[src/rtl/fetch_queue.sv]
// fetch_queue: in-order prefetch buffer with redirect flush; buffered latency = memory + 1 (0 with FETCH_QUEUE_BYPASS_EN).
// Backpressure: requests are issued only while buffered + live in-flight entries leave a free slot; inst_ready stalls the head.
module fetch_queue #(
   parameter int          DEPTH    = 4,
   parameter int          MAX_OUT  = 2,
   parameter logic [31:2] RESET_PC = 30'h0
) (
   input  logic        clk,
   input  logic        _reset,
   input  logic        redirect,
   input  logic [31:2] redirect_pc,
   output logic        mem_req,
   output logic [31:2] mem_addr,
   input  logic        mem_gnt,
   input  logic        mem_rvalid,
   input  logic [31:0] mem_rdata,
   output logic        inst_valid,
   output logic [31:0] inst,
   output logic [31:2] inst_pc,
   input  logic        inst_ready
);

   localparam int            AW        = $clog2(DEPTH);
   localparam logic [4:0]    DEPTH_C   = 5'(DEPTH);
   localparam logic [4:0]    MAX_OUT_C = 5'(MAX_OUT);
   localparam logic [AW-1:0] PTR_ONE   = AW'(1);

   logic [31:2]   fpc;
   logic [4:0]    count;
   logic [4:0]    outst;
   logic [4:0]    drop;
   logic [4:0]    kept;
   logic          started;

   logic [31:0]   data_q [DEPTH];
   logic [31:2]   pc_q   [DEPTH];
   logic [31:2]   iss_pc_q [DEPTH];
   logic [AW-1:0] head;
   logic [AW-1:0] tail;
   logic [AW-1:0] iss_wr;
   logic [AW-1:0] iss_rd;

   logic          issue;
   logic          rsp;
   logic          rsp_keep;
   logic          byp;
   logic          pop;
   logic          pop_buf;
   logic          push;
   logic [31:2]   rsp_pc;

   // Responses still owed to the current fetch stream; stale ones are excluded.
   assign kept     = outst - drop;
   assign mem_req  = started && !redirect && (kept < MAX_OUT_C) && ((count + kept) < DEPTH_C);
   assign mem_addr = fpc;
   assign issue    = mem_req && mem_gnt;

   // A response with nothing outstanding is ignored.
   assign rsp      = mem_rvalid && (outst != 5'd0);
   assign rsp_keep = rsp && (drop == 5'd0) && !redirect;
   assign rsp_pc   = iss_pc_q[iss_rd];

`ifdef FETCH_QUEUE_BYPASS_EN
   assign byp = rsp_keep && (count == 5'd0);
`else
   assign byp = 1'b0;
`endif

   assign inst_valid = !redirect && (byp || (count != 5'd0));
   assign inst       = !inst_valid ? 32'd0 : (byp ? mem_rdata : data_q[head]);
   assign inst_pc    = !inst_valid ? 30'd0 : (byp ? rsp_pc : pc_q[head]);

   assign pop     = inst_valid && inst_ready;
   assign pop_buf = pop && !byp;
   // A bypassed instruction consumed in the same cycle never occupies a slot.
   assign push    = rsp_keep && !(byp && inst_ready);

   always_ff @(posedge clk or negedge _reset) begin
      if (!_reset) begin
         started <= 1'b0;
         fpc     <= RESET_PC;
         count   <= 5'd0;
         outst   <= 5'd0;
         drop    <= 5'd0;
         head    <= '0;
         tail    <= '0;
         iss_wr  <= '0;
         iss_rd  <= '0;
      end else begin
         started <= 1'b1;
         outst   <= outst + {4'd0, issue} - {4'd0, rsp};
         if (issue) iss_wr <= iss_wr + PTR_ONE;
         if (rsp)   iss_rd <= iss_rd + PTR_ONE;
         if (redirect) begin
            // Everything in flight is stale, except a response landing now, which is dropped here.
            fpc   <= redirect_pc;
            count <= 5'd0;
            head  <= '0;
            tail  <= '0;
            drop  <= outst - {4'd0, rsp};
         end else begin
            if (issue) fpc <= fpc + 30'd1;
            if (rsp && (drop != 5'd0)) drop <= drop - 5'd1;
            if (push)    tail <= tail + PTR_ONE;
            if (pop_buf) head <= head + PTR_ONE;
            count <= count + {4'd0, push} - {4'd0, pop_buf};
         end
      end
   end

   always_ff @(posedge clk) begin
      if (push) begin
         data_q[tail] <= mem_rdata;
         pc_q[tail]   <= rsp_pc;
      end
      if (issue) iss_pc_q[iss_wr] <= fpc;
   end

`ifndef SYNTHESIS
   a_rvalid_outst : assert property (@(posedge clk) disable iff (!_reset) !(mem_rvalid && (outst == 5'd0)))
      else $error("fetch_queue: mem_rvalid with no outstanding request");
`endif

endmodule

[config.mk]
export PLATFORM = sky130hd
export DESIGN_NAME = fetch_queue
export DESIGN_NICKNAME = d
export VERILOG_FILES = /design/src/rtl/fetch_queue.sv
export SDC_FILE = /design/constraint.sdc
export NUM_CORES = 1
export LEC_CHECK = 0
export ABC_AREA = 1
export CAP_MARGIN = 40
export CELL_PAD_IN_SITES_DETAIL_PLACEMENT = 0
export CELL_PAD_IN_SITES_GLOBAL_PLACEMENT = 1
export CORE_AREA = 8 8 228 230
export CTS_BUF_LIST = sky130_fd_sc_hd__clkbuf_16
export DETAILED_ROUTE_END_ITERATION = 8
export DIE_AREA = 0 0 236 238
export GPL_TIMING_DRIVEN = 0
export PLACE_DENSITY = 0.65
export SYNTH_ARGS = -nofsm -noshare
export SYNTH_HDL_FRONTEND = slang
export SYNTH_SLANG_ARGS = --single-unit
[constraint.sdc]
create_clock -name clk -period 5.6 [get_ports clk]
set_input_delay 1.4 -clock clk [delete_from_list [all_inputs] [get_ports clk]]
set_output_delay 1.4 -clock clk [all_outputs]
set_load 0.05 [all_outputs]
==> Flow_metrics.wiki <==
{| class="wikitable"
! Metric !! Value
|-
| Number of buffers inserted for hold repair after clock tree synthesis || 0
|-
| Total wire length after detailed routing || 49,500 microns
|-
| Register bit total from synthesis || 422
|-
| Tightest Pin Transition || 0.803 ns
|-
| Warnings, synthesis || 0
|-
| Overflow left after global routing || 0
|-
| Type of destination of the critical path || output pin
|-
| Clock buffers created by TritonCTS || 45
|-
| Pleak || 8.51 nW
|-
| Maximum number of pins on one net before global-route repair || 55
|-
| Synthesized area per cell || 10.9 sq um
|-
| DR WL/cell || 19.4 microns
|-
| Cell variety after synth || 35
|-
| Synth-to-Final Area Change || 23.4%
|-
| Startpoint type of the worst setup path || input port
|-
| Worst EP arrival || 4.08 ns
|-
| Setup repair after global routing missed its margin || no
|-
| Vias/cell || 5.00
|-
| Met2 routing resource usage after global routing || 30.1%
|-
| Total Die Area || 56,200 sq um
|-
| Fill cell count || 4,482
|-
| Number of remaining DRC errors || 0
|-
| GRT Resource Usage Total || 17.3%
|-
| Final Max Slew Viols || 0
|-
| Post-synth EDFFs || 368
|-
| Cells after synthesis || 1,667
|-
| Power per standard cell area || 447 nW/um^2
|-
| First-pass GRT wire length || 75,600 microns
|-
| Initial antenna violation count || 0
|-
| Max Buffers Root-to-Sink || 3
|-
| Required time of the critical path || 4.20 ns
|-
| Met3 Resource Use GR || 3.09%
|-
| Via count || 12,700
|-
| Largest area contributor in the netlist || sky130_fd_sc_hd__edfxtp_1
|-
| Clock skew || 0.0159 ns
|-
| Fraction of final layout cells sized beyond drive strength 1 || 5.45%
|-
| Final cell utilization of the core || 46.4%
|-
| Critical path peak fanout || 10
|-
| Number of antenna diodes || 0
|-
| Sequential area share after synthesis || 68.2%
|-
| Share of the cycle needed by the critical path after routing || 97.9%
|-
| Clk slew on worst S/H paths || 0.06 ns
|-
| Cell with the most instances after synthesis || sky130_fd_sc_hd__nor2_1
|-
| Met1 Usage GRT || 22.2%
|-
| Sum of net half-perimeters after detailed placement || 33,900 microns
|-
| Clock latency of the later-clocked register in the worst-skew pair || 0.56 ns
|-
| Router iterations before antenna repair || 5
|-
| FFs w/ async S/R, synth || 12.8%
|-
| Cell depth of the worst hold path || 1
|-
| Vertical die dimension || 238 microns
|-
| Initial cell density of the core || 37.6%
|-
| Final setup viols || 0
|-
| Result of the run || finished, final reports clean
|-
| Row count || 81
|-
| Normalized max-slew margin || 46.5%
|-
| Biggest area contributors in the synthesized netlist || sky130_fd_sc_hd__edfxtp_1 61%, sky130_fd_sc_hd__nor2_1 7.8%, sky130_fd_sc_hd__dfrtp_1 7.4%
|-
| Grt peak-use layer || met2
|-
| Maximum VDD drop || 189 uV
|-
| Netlist area before placement || 18,200 sq um
|-
| Maximum clock frequency || 0.182 GHz
|-
| Crit path kind || in -> out
|-
| Cell at the root of the clock tree || sky130_fd_sc_hd__clkbuf_16
|-
| Number of nets in the layout || 1,994
|-
| ANT nets after route || 0
|-
| Final WS setup || 0.119 ns
|-
| Number of sinks on the clock net || 422
|-
| TritonCTS clock tree || built
|-
| Min-Delay Path Class || reg -> reg
|-
| Yosys top cell area share || 60.8%
|-
| Reg2Reg Setup Slack || 1.26 ns
|-
| Number of global-route vias before repair || 12,800
|-
| Die boundary width || 236 microns
|-
| Depth of the worst register-to-register path || 23
|-
| Most instantiated cells after synthesis || 380 x sky130_fd_sc_hd__nor2_1, 368 x sky130_fd_sc_hd__edfxtp_1, 235 x sky130_fd_sc_hd__nand2_1
|-
| Io pins || 162
|-
| Drt initial violations || 785
|-
| Maximum Capacitance Violations || 0
|-
| Top_reg_cell synth || sky130_fd_sc_hd__edfxtp_1
|-
| Min Clock Period, post-route || 5.48 ns
|-
| Final Hold Fails || 0
|-
| Post CTS Setup Buffer Count || 0
|-
| Core area || 48,300 sq um
|-
| Post-Syn Nets || 1,771
|-
| Setup Slack @ Placement || -0.0668 ns
|-
| CTS HTree Levels || 2
|-
| Routability Congestion || 0.812
|-
| I/O Buffers || 161
|}
## sequential cells by signal, indices dropped and copies added, names as in the netlist
signal,cells
head,2
iss_rd,2
tail,2
count,5
mem_addr,30
pc_q,120
outst,5
iss_wr,2
data_q,128
iss_pc_q,120
started,1
drop,5
## final timing paths
kind	from	to
worst max-delay path	redirect	inst_pc[25]
worst min-delay path	outst[0]$_DFF_PN0_	outst[0]$_DFF_PN0_
worst max register to register	outst[0]$_DFF_PN0_	outst[4]$_DFF_PN0_
worst min register to register	outst[0]$_DFF_PN0_	outst[0]$_DFF_PN0_
max in group asynchronous	_reset	tail[1]$_DFFE_PN0P_
min in group asynchronous	_reset	mem_addr[21]$_DFFE_PN0P_
## cell type report
type	instances	area, sq um	share of cell area, %
clock inverters	35	209	0.931
clock buffers	47	1180	5.24
well taps	622	778	3.47
inverters	79	297	1.32
flip-flops and latches	422	12400	55.3
multi-input cells	1081	5170	23.1
plain buffers	85	373	1.66
repair buffers	176	2030	9.03
## per-stage QoR
step	power (mW)	instance area [sq um]	TNS, ns	hold slack, ns	cells
6_report	10.0	22400	0	0.513	2547
3_3_place_gp	7.32	20600	-650.96	0.494	2450
4_1_cts	10.2	22400	0	0.522	2547
3_5_place_dp	7.36	21000	-0.213	0.507	2465
5_1_grt	10.6	22400	0	0.540	2547
2_1_floorplan	6.12	18200	0	0.478	1667
## per-layer routing
| metal | share of wire [%] | up-vias |
|---|---|---|
| met5 | 0 | - |
| met2 | 49 | 308 |
| met1 | 45 | 6147 |
| li1 | - | 6202 |
| met3 | 4.6 | 67 |
| met4 | 2.0 | 0 |
## timing repair
action | in CTS | in global routing
setup endpoints to repair | 7 | 26
resized for setup | 7 | 26
endpoints found under the hold margin | 0 | 0
## cell families after synthesis
family / synth area share [%]
buf+inv: 3.68
flops: 68.2
fa+ha+maj: 2.60
xor+xnor: 1.01
other cells: 0.0206
compound gates: 9.32
simple gates: 15.2
## layout by cell type, fill, tap and decap left out, types with 30 or more instances in the layout
| cell type | instances |
|---|---|
| sky130_fd_sc_hd__nor2_1 | 372 |
| sky130_fd_sc_hd__edfxtp_1 | 368 |
| sky130_fd_sc_hd__nand2_1 | 235 |
| sky130_fd_sc_hd__o21ai_0 | 216 |
| sky130_fd_sc_hd__clkdlybuf4s50_1 | 127 |
| sky130_fd_sc_hd__inv_1 | 92 |
| sky130_fd_sc_hd__a21oi_1 | 74 |
| sky130_fd_sc_hd__clkbuf_1 | 59 |
| sky130_fd_sc_hd__dfrtp_1 | 54 |
| sky130_fd_sc_hd__nand3_1 | 53 |
| sky130_fd_sc_hd__clkbuf_16 | 47 |
| sky130_fd_sc_hd__ha_1 | 33 |
| sky130_fd_sc_hd__o22ai_1 | 30 |
## power breakdown
| part | switching, mW | internal, mW | leakage, nW |
|---|---|---|---|
| registers | 0.167 | 3.72 | 4.00 |
| clock network | 1.18 | 1.60 | 0.745 |
| logic | 2.36 | 0.993 | 3.76 |
| total | 3.71 | 6.32 | 8.51 |
## critical path, cell delays in order
cell	delay, ns
sky130_fd_sc_hd__clkdlybuf4s50_1	0.41
sky130_fd_sc_hd__buf_2	0.23
sky130_fd_sc_hd__a31oi_1	0.33
sky130_fd_sc_hd__inv_2	0.23
sky130_fd_sc_hd__clkbuf_1	0.33
sky130_fd_sc_hd__a21oi_1	0.24
sky130_fd_sc_hd__clkdlybuf4s50_1	0.89
Note: power is estimated with default switching activity, not from simulation.
==> RTL change, RTL diff (same flow settings) <==
Build with the macro `FETCH_QUEUE_BYPASS_EN` defined.
--- a/src/rtl/fetch_queue.sv
+++ b/src/rtl/fetch_queue.sv
@@ -1,5 +1,7 @@
 // fetch_queue: in-order prefetch buffer with redirect flush; buffered latency = memory + 1 (0 with FETCH_QUEUE_BYPASS_EN).
 // Backpressure: requests are issued only while buffered + live in-flight entries leave a free slot; inst_ready stalls the head.
+`define FETCH_QUEUE_BYPASS_EN
+
 module fetch_queue #(
    parameter int          DEPTH    = 4,
    parameter int          MAX_OUT  = 2,
Formal check against the unedited RTL: not equivalent (Yosys sat finds a counterexample within 4 cycles, from zero or initial values and one cycle with _reset low).
==> RTL change against the unedited design <==
- critical path depth grew 3
- clock skew grew 0.0011 ns
- routed wire length grew 6.6%
- sequential cell count did not move
- area after synthesis up 2.6%
- register-to-register slack gained 0.27 ns
- cell area up 1.4%
- worst setup slack gained 0.016 ns
- via count up 3.6%
- cell count did not move
- total power up 7.9%
- combinational power increased by 23%
- core utilization rose by 0.63 points
- critical path type unchanged
- critical endpoint is now inst_pc[14]
- largest cell class unchanged
- largest power group is now combinational cells
- highest routed layer unchanged
==> RTL change: results (changes against the unedited design) <==
- Layout cells sized above 1: 7.79% (+2.3 points)
- Synthesized Nets: 1772 (+0.056%)
- Unique masters post-synth: 41 (+17%)
- GRT Total Usage: 18.5% (+1.1 points)
- Worst setup path endpoint: inst_pc[14]
- Area contributors post-synth: edfxtp_1 59%, nand2_1 8.5%, dfrtp_1 7.2%
- Least-Margin Pin Slew: 0.856 ns (+0.0536 ns)
- Final non-filler cell area: 0.0227 mm^2 (+1.4%)
- Status: completed
- Area of the multi-input gates: 0.00563 mm^2 (+8.9%)
- Placed cell areas: 0.0214 mm^2 (+2.1%)
- NumNets Final: 1995 (+0.050%)
- Flop2flop setup slack: 1.53 ns (+0.27 ns)
- DRT iter0 DRCs: 847 (+7.9%)
- Final WL: 52800 um (+6.6%)
- Clock buffer count from CTS: 46 (+2.2%)
- First-pass GRT wire length: 80300 um (+6.3%)
- Sequential share of the synthesized area: 66.5% (-1.7 points)
- Buffer share of cell area: 10.1% (-0.61 points)
- Inverters: 65 (-18%)
- LEAKAGE: 0.00843 uW (-0.87%)
- Post-DP HPWL: 35500 um (+4.9%)
- Via count: 13.2k (+3.6%)
- Worst-case hold slack: 0.507 ns (-0.00563 ns)
- Final Wtd Congestion: 0.857 (+5.6%)
- Clock-cell share of area: 6.11% (-0.066 points)
- Synth cell count leaders: 424 x nand2_1, 368 x edfxtp_1, 136 x a21oi_1, 136 x o21ai_0, 135 x nor2_1
- Worst clock skew: 0.0170 ns (+0.00114 ns)
- Fillcell total: 4492 (+0.22%)
- Multi-input logic cell count: 1084 (+0.28%)
- FF-to-FF path depth: 22 (-4.3%)
-- RTL change: cell types whose count changed after synthesis, moves of 7 or more --
| cell | delta |
|---|---|
| a21oi_1 | +62 |
| a32o_1 | +62 |
| buf_1 | -7 |
| buf_2 | +18 |
| clkbuf_1 | -10 |
| clkbuf_2 | +8 |
| inv_1 | -16 |
| nand2_1 | +189 |
| nand3_1 | -8 |
| nor2_1 | -245 |
| o21ai_0 | -80 |
| o21ai_1 | +19 |
-- RTL change: routing by layer --
layer	routed length (um)	global-route usage (%)	vias up	share of wire, %
met5	0	0	-	0
met2	26100	32.5	340	49
met1	22600	23.0	6366	43
li1	-	-	6401	-
met4	1300	5.75	0	2.5
met3	2790	3.35	73	5.3
-- RTL change: kinds of logic (layout without fill, tap and decap cells) --
logic type | count (synthesis) | in the layout | synth area share, %
AOI/OAI and AO/OA | 390 | 390 | 12.5
xor gates and xnor gates | 24 | 24 | 1.13
adders and majority gates | 37 | 37 | 2.60
buffers and inverters | 161 | 419 | 3.69
DFF | 422 | 422 | 66.5
other | 1 | 1 | 0.0201
and+or+nand+nor | 632 | 632 | 13.6
-- RTL change: worst max-delay path: stages --
cell             delay, ns
clkdlybuf4s50_1       0.48
buf_4                 0.23
clkinv_2              0.18
nand4_4               0.18
nor2_2                0.07
nand2_2               0.28
buf_2                 0.33
o21ai_0               0.12
a21oi_1               0.16
dlygate4sd2_1         0.62
-- RTL change: what timing repair did --
| action | in CTS | in global routing |
|---|---|---|
| setup endpoints to repair | 60 | 6 |
| cloned | 0 | 0 |
| setup buffers | 0 | 0 |
| gates resized for setup | 60 | 11 |
-- RTL change: power breakdown --
part           switching (uW)  internal (uW)
logic                    2980           1150
clock network            1190           1610
registers                 171           3730
